**config.mk**
```make
export PLATFORM = sky130hd
export DESIGN_NAME = mc_control_flat
export DESIGN_NICKNAME = d
export VERILOG_FILES = /design/src/rtl/mc_pkg.sv /design/src/rtl/mc_control_if.sv /design/src/rtl/mc_outdec.sv /design/src/rtl/mc_control.sv /design/src/flat_wrapper.sv
export SDC_FILE = /design/constraint.sdc
export NUM_CORES = 1
export LEC_CHECK = 0
export ABC_AREA = 1
export ABC_CLOCK_PERIOD_IN_PS = 2400
export CELL_PAD_IN_SITES_DETAIL_PLACEMENT = 0
export CELL_PAD_IN_SITES_GLOBAL_PLACEMENT = 1
export CORE_ASPECT_RATIO = 0.7
export CORE_UTILIZATION = 27
export CTS_CLUSTER_DIAMETER = 120
export DETAILED_ROUTE_END_ITERATION = 8
export HOLD_SLACK_MARGIN = 0.06
export PLACE_DENSITY = 0.94
export SYNTH_ARGS = -nofsm -noshare
export SYNTH_HDL_FRONTEND = slang
export SYNTH_HIERARCHICAL = 1
export SYNTH_SLANG_ARGS = --single-unit
```
**constraint.sdc**
```tcl
create_clock -name clk -period 2.4 [get_ports clk]
set_input_delay 0.48 -clock clk [delete_from_list [all_inputs] [get_ports clk]]
set_output_delay 0.48 -clock clk [all_outputs]
set_load 0.03 [all_outputs]
```
**src/rtl/mc_pkg.sv**
```systemverilog
// Shared types and constants for the multicycle MIPS-subset control unit.
// State encodings are fixed because they are visible on the debug port.
package mc_pkg;

    typedef enum logic [3:0] {
        IDLE   = 4'd0,
        FETCH  = 4'd1,
        DECODE = 4'd2,
        MEMADR = 4'd3,
        MEMRD  = 4'd4,
        MEMWB  = 4'd5,
        MEMWR  = 4'd6,
        EXEC   = 4'd7,
        ALUWB  = 4'd8,
        BRANCH = 4'd9,
        JUMP   = 4'd10,
        IEXEC  = 4'd11,
        IWB    = 4'd12
    } state_t;

    localparam logic [5:0] OP_RTYPE = 6'b000000;
    localparam logic [5:0] OP_J     = 6'b000010;
    localparam logic [5:0] OP_JAL   = 6'b000011;
    localparam logic [5:0] OP_BEQ   = 6'b000100;
    localparam logic [5:0] OP_BNE   = 6'b000101;
    localparam logic [5:0] OP_ADDI  = 6'b001000;
    localparam logic [5:0] OP_ORI   = 6'b001101;
    localparam logic [5:0] OP_LUI   = 6'b001111;
    localparam logic [5:0] OP_LW    = 6'b100011;
    localparam logic [5:0] OP_SW    = 6'b101011;

    localparam logic [2:0] ALU_ADD   = 3'b000;
    localparam logic [2:0] ALU_SUB   = 3'b001;
    localparam logic [2:0] ALU_OR    = 3'b011;
    localparam logic [2:0] ALU_LUI   = 3'b100;
    localparam logic [2:0] ALU_FUNCT = 3'b111;

    localparam logic [1:0] SRCB_REG   = 2'b00;
    localparam logic [1:0] SRCB_FOUR  = 2'b01;
    localparam logic [1:0] SRCB_IMM   = 2'b10;
    localparam logic [1:0] SRCB_BROFF = 2'b11;

    localparam logic [1:0] PC_ALU    = 2'b00;
    localparam logic [1:0] PC_ALUOUT = 2'b01;
    localparam logic [1:0] PC_JUMP   = 2'b10;

    typedef struct packed {
        logic       pc_write;
        logic       pc_write_cond;
        logic       bne;
        logic       iord;
        logic       mem_read;
        logic       mem_write;
        logic       ir_write;
        logic       mem_to_reg;
        logic       reg_dst;
        logic       reg_write;
        logic       link;
        logic       alu_src_a;
        logic [1:0] alu_src_b;
        logic       zero_ext;
        logic [2:0] aluop;
        logic [1:0] pc_source;
        logic       illegal_op;
    } ctrl_t;

    // Dispatch out of DECODE; unknown opcodes fall back to FETCH.
    function automatic state_t decode_next(input logic [5:0] op);
        case (op)
            OP_LW, OP_SW:            decode_next = MEMADR;
            OP_RTYPE:                decode_next = EXEC;
            OP_BEQ, OP_BNE:          decode_next = BRANCH;
            OP_J, OP_JAL:            decode_next = JUMP;
            OP_ADDI, OP_ORI, OP_LUI: decode_next = IEXEC;
            default:                 decode_next = FETCH;
        endcase
    endfunction

    function automatic logic op_legal(input logic [5:0] op);
        op_legal = (decode_next(op) != FETCH);
    endfunction

endpackage

```
**src/rtl/mc_control_if.sv**
```systemverilog
// Control-unit to datapath/memory bundle: IR opcode and memory ready in,
// datapath strobes and selects out.
interface mc_control_if;
    logic [5:0] opcode;
    logic       mem_ready;
    logic       pc_write;
    logic       pc_write_cond;
    logic       bne;
    logic       iord;
    logic       mem_read;
    logic       mem_write;
    logic       ir_write;
    logic       mem_to_reg;
    logic       reg_dst;
    logic       reg_write;
    logic       link;
    logic       alu_src_a;
    logic [1:0] alu_src_b;
    logic       zero_ext;
    logic [2:0] aluop;
    logic [1:0] pc_source;
    logic       illegal_op;
    logic [3:0] state;

    modport master (
        input  opcode, mem_ready,
        output pc_write, pc_write_cond, bne, iord, mem_read, mem_write,
               ir_write, mem_to_reg, reg_dst, reg_write, link, alu_src_a,
               alu_src_b, zero_ext, aluop, pc_source, illegal_op, state
    );

    modport slave (
        output opcode, mem_ready,
        input  pc_write, pc_write_cond, bne, iord, mem_read, mem_write,
               ir_write, mem_to_reg, reg_dst, reg_write, link, alu_src_a,
               alu_src_b, zero_ext, aluop, pc_source, illegal_op, state
    );
endinterface

```
**src/rtl/mc_outdec.sv**
```systemverilog
// Moore output decode: pure function of the current state, with opcode and
// mem_ready qualifying only the few outputs that depend on them.
module mc_outdec
    import mc_pkg::*;
(
    input  state_t     st,
    input  logic [5:0] opcode,
    input  logic       mem_ready,
    output ctrl_t      c
);

    always_comb begin
        c = '0;
        case (st)
            FETCH: begin
                c.mem_read  = 1'b1;
                c.alu_src_b = SRCB_FOUR;
                c.aluop     = ALU_ADD;
                c.ir_write  = mem_ready;
                c.pc_write  = mem_ready;
            end
            DECODE: begin
                c.alu_src_b  = SRCB_BROFF;
                c.aluop      = ALU_ADD;
                c.illegal_op = ~op_legal(opcode);
            end
            MEMADR: begin
                c.alu_src_a = 1'b1;
                c.alu_src_b = SRCB_IMM;
                c.aluop     = ALU_ADD;
            end
            MEMRD: begin
                c.mem_read = 1'b1;
                c.iord     = 1'b1;
            end
            MEMWB: begin
                c.reg_write  = 1'b1;
                c.mem_to_reg = 1'b1;
            end
            MEMWR: begin
                c.mem_write = 1'b1;
                c.iord      = 1'b1;
            end
            EXEC: begin
                c.alu_src_a = 1'b1;
                c.alu_src_b = SRCB_REG;
                c.aluop     = ALU_FUNCT;
            end
            ALUWB: begin
                c.reg_write = 1'b1;
                c.reg_dst   = 1'b1;
            end
            BRANCH: begin
                c.alu_src_a     = 1'b1;
                c.alu_src_b     = SRCB_REG;
                c.aluop         = ALU_SUB;
                c.pc_write_cond = 1'b1;
                c.pc_source     = PC_ALUOUT;
                c.bne           = (opcode == OP_BNE);
            end
            JUMP: begin
                c.pc_write  = 1'b1;
                c.pc_source = PC_JUMP;
                c.reg_write = (opcode == OP_JAL);
                c.link      = (opcode == OP_JAL);
            end
            IEXEC, IWB: begin
                // ALU op and extension stay put into IWB so ALUOut is stable at write-back
                if (st == IEXEC) begin
                    c.alu_src_a = 1'b1;
                    c.alu_src_b = SRCB_IMM;
                end else begin
                    c.reg_write = 1'b1;
                end
                case (opcode)
                    OP_ORI:  begin c.aluop = ALU_OR;  c.zero_ext = 1'b1; end
                    OP_LUI:  begin c.aluop = ALU_LUI; c.zero_ext = 1'b1; end
                    default: begin c.aluop = ALU_ADD; c.zero_ext = 1'b0; end
                endcase
            end
            default: c = '0;
        endcase
    end

endmodule

```
**src/rtl/mc_control.sv**
```systemverilog
// Multicycle control FSM: state register and next-state logic; outputs are
// decoded combinationally from the state so reset clears them immediately.
module mc_control
    import mc_pkg::*;
(
    input  logic          clk,
    input  logic          rst_n,
    mc_control_if.master  bus
);

    state_t st;
    ctrl_t  c;

    always_ff @(posedge clk or negedge rst_n) begin
        if (!rst_n) begin
            st <= IDLE;
        end else begin
            case (st)
                IDLE:    st <= FETCH;
                FETCH:   st <= bus.mem_ready ? DECODE : FETCH;
                DECODE:  st <= decode_next(bus.opcode);
                MEMADR:  st <= (bus.opcode == OP_SW) ? MEMWR : MEMRD;
                MEMRD:   st <= bus.mem_ready ? MEMWB : MEMRD;
                MEMWB:   st <= FETCH;
                MEMWR:   st <= bus.mem_ready ? FETCH : MEMWR;
                EXEC:    st <= ALUWB;
                ALUWB:   st <= FETCH;
                BRANCH:  st <= FETCH;
                JUMP:    st <= FETCH;
                IEXEC:   st <= IWB;
                IWB:     st <= FETCH;
                default: st <= IDLE;
            endcase
        end
    end

    mc_outdec u_outdec (
        .st        (st),
        .opcode    (bus.opcode),
        .mem_ready (bus.mem_ready),
        .c         (c)
    );

    assign bus.pc_write      = c.pc_write;
    assign bus.pc_write_cond = c.pc_write_cond;
    assign bus.bne           = c.bne;
    assign bus.iord          = c.iord;
    assign bus.mem_read      = c.mem_read;
    assign bus.mem_write     = c.mem_write;
    assign bus.ir_write      = c.ir_write;
    assign bus.mem_to_reg    = c.mem_to_reg;
    assign bus.reg_dst       = c.reg_dst;
    assign bus.reg_write     = c.reg_write;
    assign bus.link          = c.link;
    assign bus.alu_src_a     = c.alu_src_a;
    assign bus.alu_src_b     = c.alu_src_b;
    assign bus.zero_ext      = c.zero_ext;
    assign bus.aluop         = c.aluop;
    assign bus.pc_source     = c.pc_source;
    assign bus.illegal_op    = c.illegal_op;
    assign bus.state         = st;

endmodule

```
**src/flat_wrapper.sv**
```systemverilog
// flat-port wrapper written by rule: the top's interface ports become plain ports
module mc_control_flat import mc_pkg::*;
  (clk, rst_n, bus_opcode, bus_mem_ready, bus_pc_write, bus_pc_write_cond, bus_bne, bus_iord, bus_mem_read, bus_mem_write, bus_ir_write, bus_mem_to_reg, bus_reg_dst, bus_reg_write, bus_link, bus_alu_src_a, bus_alu_src_b, bus_zero_ext, bus_aluop, bus_pc_source, bus_illegal_op, bus_state);
  mc_control_if bus_i ();
  input  logic clk;
  input  logic rst_n;
  input wire logic [$bits(bus_i.opcode)-1:0] bus_opcode;
  input wire logic [$bits(bus_i.mem_ready)-1:0] bus_mem_ready;
  output wire logic [$bits(bus_i.pc_write)-1:0] bus_pc_write;
  output wire logic [$bits(bus_i.pc_write_cond)-1:0] bus_pc_write_cond;
  output wire logic [$bits(bus_i.bne)-1:0] bus_bne;
  output wire logic [$bits(bus_i.iord)-1:0] bus_iord;
  output wire logic [$bits(bus_i.mem_read)-1:0] bus_mem_read;
  output wire logic [$bits(bus_i.mem_write)-1:0] bus_mem_write;
  output wire logic [$bits(bus_i.ir_write)-1:0] bus_ir_write;
  output wire logic [$bits(bus_i.mem_to_reg)-1:0] bus_mem_to_reg;
  output wire logic [$bits(bus_i.reg_dst)-1:0] bus_reg_dst;
  output wire logic [$bits(bus_i.reg_write)-1:0] bus_reg_write;
  output wire logic [$bits(bus_i.link)-1:0] bus_link;
  output wire logic [$bits(bus_i.alu_src_a)-1:0] bus_alu_src_a;
  output wire logic [$bits(bus_i.alu_src_b)-1:0] bus_alu_src_b;
  output wire logic [$bits(bus_i.zero_ext)-1:0] bus_zero_ext;
  output wire logic [$bits(bus_i.aluop)-1:0] bus_aluop;
  output wire logic [$bits(bus_i.pc_source)-1:0] bus_pc_source;
  output wire logic [$bits(bus_i.illegal_op)-1:0] bus_illegal_op;
  output wire logic [$bits(bus_i.state)-1:0] bus_state;
  assign bus_i.opcode = bus_opcode;
  assign bus_i.mem_ready = bus_mem_ready;
  assign bus_pc_write = bus_i.pc_write;
  assign bus_pc_write_cond = bus_i.pc_write_cond;
  assign bus_bne = bus_i.bne;
  assign bus_iord = bus_i.iord;
  assign bus_mem_read = bus_i.mem_read;
  assign bus_mem_write = bus_i.mem_write;
  assign bus_ir_write = bus_i.ir_write;
  assign bus_mem_to_reg = bus_i.mem_to_reg;
  assign bus_reg_dst = bus_i.reg_dst;
  assign bus_reg_write = bus_i.reg_write;
  assign bus_link = bus_i.link;
  assign bus_alu_src_a = bus_i.alu_src_a;
  assign bus_alu_src_b = bus_i.alu_src_b;
  assign bus_zero_ext = bus_i.zero_ext;
  assign bus_aluop = bus_i.aluop;
  assign bus_pc_source = bus_i.pc_source;
  assign bus_illegal_op = bus_i.illegal_op;
  assign bus_state = bus_i.state;
  mc_control u_core (.clk(clk), .rst_n(rst_n), .bus(bus_i));
endmodule
```
# After elaboration in Yosys (flattened, before gate mapping)
# Index checks and enable logic that the tools add are counted.
# Widths: inputs -> output; s select.
[totals]
reg_bits = 4
input_bits = 9
output_inout_bits = 25
elab_cells = 62
[classes]
n_eq_ne = 22
muxes = 26
bitwise = 1
reduce_logical = 12
[op_table]
columns = ["cell", "count"]
rows = [
  ["$pmux 4 s8", 1],
  ["$eq 4x4->1 const B", 5],
  ["$pmux 4 s5", 1],
  ["$eq 6x4->1 const B", 3],
  ["$eq 4x3->1 const B", 4],
  ["$reduce_or 2->1", 7],
  ["$eq 6x2->1 const B", 2],
  ["$eq 6x3->1 const B", 2],
  ["$eq 6x6->1 const B", 2],
  ["$mux 1", 11],
  ["$pmux 3 s3", 1],
  ["$eq 4x2->1 const B", 2],
  ["$pmux 2 s4", 1],
  ["$pmux 4 s2", 1],
  ["$logic_not 6->1", 1],
  ["$mux 2", 3],
  ["$mux 3", 2],
  ["$reduce_or 3->1", 2],
  ["$reduce_or 6->1", 1],
  ["$eq 4x1->1 const B", 1],
  ["$logic_not 4->1", 1],
  ["$mux 4", 1],
  ["$ne 4x1->1 const B", 1],
  ["$pmux 1 s2", 2],
  ["3 further kinds", 3],
]

# Longest topological paths before layout
[depth]
ltp_word = 7
mapped_depth = 7
mapped_depth_nobuf = 7

# Cells and area by module
# The synthesis kept the hierarchy.
[modules_own_cells]
columns = ["module", "instances", "cells_each", "area_each_um2", "seq_area_each_um2"]
rows = [
  ["mc_control", 1, 67, 384.1, 100.1],
  ["mc_outdec", 1, 75, 344.1, 0.0],
]

# Least setup slack after synthesis
# No wires, ideal clock.
[synth_path]
path_kind = "register to output"
start = "register u_core.st[3], in the netlist u_core/bus.state[3]"
end = "output bus_reg_write"
t_arrival_ns = 1.837
required_ns = 1.920
setup_slack_ns = 0.083
stages_incl_launch_ff = 6
n_path_buf = 0
cell_sequence = "dfrtp_1 inv_2 nand2_2 nor3_1 nor2_1 nand2_1"
[synth_between]
elab_chain_len = 3
elab_cells_between_ends = 9
classes_between = "eq/ne: 5; mux: 2; reduce/logical: 2"
[synth_lines]
columns = ["item", "line_no", "rtl"]
rows = [
  ["start: declaration", "mc_control.sv:11", "state_t st;"],
  ["start signal: assignment", "mc_control.sv:20", "FETCH: st <= bus.mem_ready ? DECODE : FETCH;"],
  ["start signal: assignment", "mc_control.sv:21", "DECODE: st <= decode_next(bus.opcode);"],
  ["start signal: assignment", "mc_control.sv:22", "MEMADR: st <= (bus.opcode == OP_SW) ? MEMWR : MEMRD;"],
  ["$eq 4x4->1 (tied with other cells)", "mc_outdec.sv:14, mc_outdec.sv:69", ""],
  ["$mux 1 (tied with other cells)", "mc_outdec.sv:69", "if (st == IEXEC) begin"],
  ["$pmux 1 s3 (*)", "mc_outdec.sv:14", "case (st)"],
  ["end: declaration", "flat_wrapper.sv:18", "output wire logic [$bits(bus_i.reg_write)-1:0] bus_reg_write;"],
]
# Every way passes the cells marked *; elsewhere a longest branch is shown, timed or not.

# Final worst setup path
[layout_path]
start = "register u_core.st[2], in the netlist u_core/bus.state[2]"
end = "output bus_alu_src_a"
[layout_between]
elab_chain_len = 3
elab_cells_between_ends = 9
classes_between = "eq/ne: 5; mux: 2; reduce/logical: 2"
[layout_lines]
columns = ["item", "line_no", "rtl"]
rows = [
  ["$eq 4x2->1 (tied with other cells)", "mc_outdec.sv:14", ""],
  ["$reduce_or 3->1 (no source line) (tied with other cells)", "--", ""],
  ["$pmux 1 s2 (*)", "mc_outdec.sv:14", ""],
  ["end: declaration", "flat_wrapper.sv:20", "output wire logic [$bits(bus_i.alu_src_a)-1:0] bus_alu_src_a;"],
]
# Marked as above.

==> summary.md <==
| Metric | Value |
|---|---|
| Setup Skew | 0.00273 ns |
| Count of unique library cells instantiated by Yosys | 21 |
| Gpl congestion | 0.838 |
| Critical path arrival | 1.79 ns |
| Mapped Area | 728 µm² |
| Post-Syn Area per Cell | 5.13 µm² |
| GRT overflow | 0 |
| Final-report hold violation count | 0 |
| Hold buffer count at CTS | 0 |
| # IOs | 34 |
| Hold crit path type | in2async |
| TritonCTS clock tree | done |
| Slew headroom | 0.783 |
| Drt total wl | 2160 µm |
| Pwr/cell area | 1040 nW/µm² |
| Starting Density | 0.290 |
| Worst-path maximum fanout | 9 |
| Post-route ant nets | 0 |
| Fin nets | 193 |
| Leak pwr | 0.000671 µW |
| DIE AREA | 2910 µm² |
| Flip-flop count of the largest register after layout | 4 |
| Worst Setup Path Type | reg2out |
| Post-CTS Setup Inserts | 0 |
| Fin Hold WS | 0.467 ns |
| Layout fillers | 279 |
| Setup violations, final | 0 |
| CP cell instances | inv_2 -> nand2_1 -> o22ai_1 -> clkdlybuf4s50_1 |
| Slew Viols, Final | 0 |
| Post-Syn Nets | 151 |
| GRT Total Usage | 0.149 |
| Crit path capture type | output port |
| Fin crit share | 0.945 |
| Post-synthesis cell count | 142 |
| Max_cap viols | 0 |
| P_int | 543 µW |
| Die Ht | 45.5 µm |
| Vias in the first global route | 743 |
| Num CTS Buffers | 3 |
| Crit path largest cell delay | 0.70 ns |
| Port-buffer cells | 33 |
| Antenna cells | 0 |
| Final WS setup | 0.133 ns |
| Outcome | completed |
| Vias per cell | 4.69 |
| Rows | 15 |
| Clk_lat worst skew | 0.21 ns |
| Placement Cell Area | 1110 µm² |
| Part of the power in combinational logic | 0.754 |
| Crit-path slowest cell | clkdlybuf4s50_1 |
| Placeable Area | 2510 µm² |
| Largest net degree at the start of global routing | 13 |
| Clock group share of total power | 0.112 |
| Clk sink count | 4 |
| Pre-CTS setup slack | 0.0648 ns |
| Post-CTS Resized | 0 |
| TritonRoute pass-1 iters | 4 |
| Switching share of total power | 0.553 |
| Initial DRC Count | 135 |
| Sequential power share | 0.134 |
| Clock root buffer | clkbuf_8 |
| Global-route wire length before repair | 3330 µm |
| TNS Setup | 0 ns |
| Total number of yosys warnings | 6 |
| Maximum buffer depth of the clock tree | 2 |
| Finished Cell Area | 1160 µm² |
| DRC viols | 0 |
| Max VDD drop | 0.284 mV |
| Unrepaired setup endpoints after global routing | no |
| Min cycle time layout | 2.27 ns |
| H-tree depth | 1 |
| P_sw | 672 µW |
| Initial antenna violation count | 0 |
| FF+latch count, synth | 4 |
| Layout cells sized above 1 | 0.236 |
| Worst Path Required | 1.92 ns |
| Sequential fraction of the synthesis area | 0.137 |
| P&R area growth vs syn | 60.0% |
| Via Count | 1014 |
| Pwr Total | 1220 µW |
| DPL Wire Length | 1830 µm |
| Reg clk slew, reported paths | 0.03 ns |
| Die W | 64.1 µm |
| Routed WL per cell | 9.99 µm |
| Fmax | 0.441 GHz |
| Worst Tran Pin Value | 0.325 ns |
| CP startpoint kind | register |
==> power by group through the flow <==
stage / Clock (µW) / Combinational (µW) / Sequential (µW)
after floorplan: 0 / 520 / 214
after global placement: 0 / 912 / 161
after global routing: 149 / 982 / 171
after CTS: 142 / 923 / 161
final: 136 / 917 / 163
after detailed placement: 0 / 921 / 161
==> cell families after synthesis <==
kind of cell / share of synthesized area
buffers and inverters: 0.139
and+or+nand+nor: 0.637
AOI/OAI and AO/OA: 0.0859
DFF: 0.137
==> final timing paths <==
| check | to | from | slack, ns | depth (start not counted) |
|---|---|---|---|---|
| min in group clk | u_core/bus.state[0]$_DFF_PN0_ | u_core/bus.state[3]$_DFF_PN0_ | 0.72 | 3 |
| min reg2reg | u_core/bus.state[0]$_DFF_PN0_ | u_core/bus.state[3]$_DFF_PN0_ | 0.72 | 3 |
| max reg2reg | u_core/bus.state[1]$_DFF_PN0_ | u_core/bus.state[0]$_DFF_PN0_ | 1.24 | 7 |
| min | u_core/bus.state[2]$_DFF_PN0_ | rst_n | 0.47 | 1 |
| max | bus_alu_src_a | u_core/bus.state[2]$_DFF_PN0_ | 0.13 | 4 |
| max in group asynchronous | u_core/bus.state[3]$_DFF_PN0_ | rst_n | 1.75 | 1 |
==> cells in the final DEF (no fill, tap or decap) <==
| cell | netlist | final |
|---|---|---|
| dlymetal6s2s_1 | 0 | 4 |
| inv_2 | 7 | 7 |
| buf_4 | 1 | 13 |
| clkdlybuf4s50_1 | 0 | 21 |
| nor3_1 | 3 | 3 |
| nand2_2 | 7 | 7 |
| o21ai_1 | 2 | 2 |
| o21ai_0 | 2 | 2 |
| a21oi_1 | 3 | 3 |
| nand4_1 | 1 | 1 |
| nand3_1 | 11 | 11 |
| nand2_1 | 44 | 44 |
| dfrtp_2 | 0 | 2 |
| nor3_2 | 1 | 1 |
| nand2_4 | 1 | 1 |
| inv_1 | 16 | 16 |
| o22ai_1 | 2 | 2 |
| o211ai_1 | 2 | 2 |
| nand3_2 | 2 | 2 |
| clkbuf_8 | 0 | 3 |
| nand3b_1 | 1 | 1 |
| clkinv_1 | 2 | 2 |
| nor2_2 | 7 | 7 |
| nor2_1 | 23 | 23 |
| dfrtp_1 | 4 | 2 |
==> cell type report <==
class                   count  area (µm²)  share of cell area
repair buffers             38         358               0.307
multi-input cells         112         527               0.452
clock buffers               3        41.3              0.0354
flip-flops and latches      4         103              0.0881
well taps                  34        42.5              0.0365
inverters                  25        93.8              0.0806
==> stage by stage <==
| stage | instances | util |
|---|---|---|
| 6_report | 216 | 0.463 |
| 2_1_floorplan | 142 | - |
| 5_1_grt | 216 | 0.463 |
| 4_1_cts | 216 | 0.458 |
| 3_5_place_dp | 213 | 0.442 |
| 3_3_place_gp | 213 | 0.442 |
==> layer usage <==
metal  global-route usage  up-vias  part of all wire
li1                     -      522                 -
met1                0.230      452              0.51
met2                0.204       40              0.43
met3               0.0375        0             0.058
met4               0.0273        0                 0
met5                    0        -                 0
==> Yosys cell counts, drive strengths merged <==
| master | instances | area share |
|---|---|---|
| o211ai | 2 | 0.021 |
| a21oi | 3 | 0.021 |
| nand3b | 1 | 0.010 |
| o22ai | 2 | 0.017 |
| nand4 | 1 | 0.0086 |
| nand2 | 52 | 0.30 |
| inv | 23 | 0.12 |
| nand3 | 13 | 0.10 |
| clkinv | 2 | 0.010 |
| nor2 | 30 | 0.18 |
| nor3 | 4 | 0.034 |
| buf | 1 | 0.010 |
| dfrtp | 4 | 0.14 |
| o21ai | 4 | 0.027 |
==> worst max-delay path, delay by kind of cell, from the launching register on <==
kind / cells / cell delay [ns]
buffers and inverters: 2 / 0.83
DFF: 1 / 0.48
AOI/OAI and AO/OA: 1 / 0.15
and+or+nand+nor: 1 / 0.11
No activity file was read; power rests on OpenSTA's default activity.
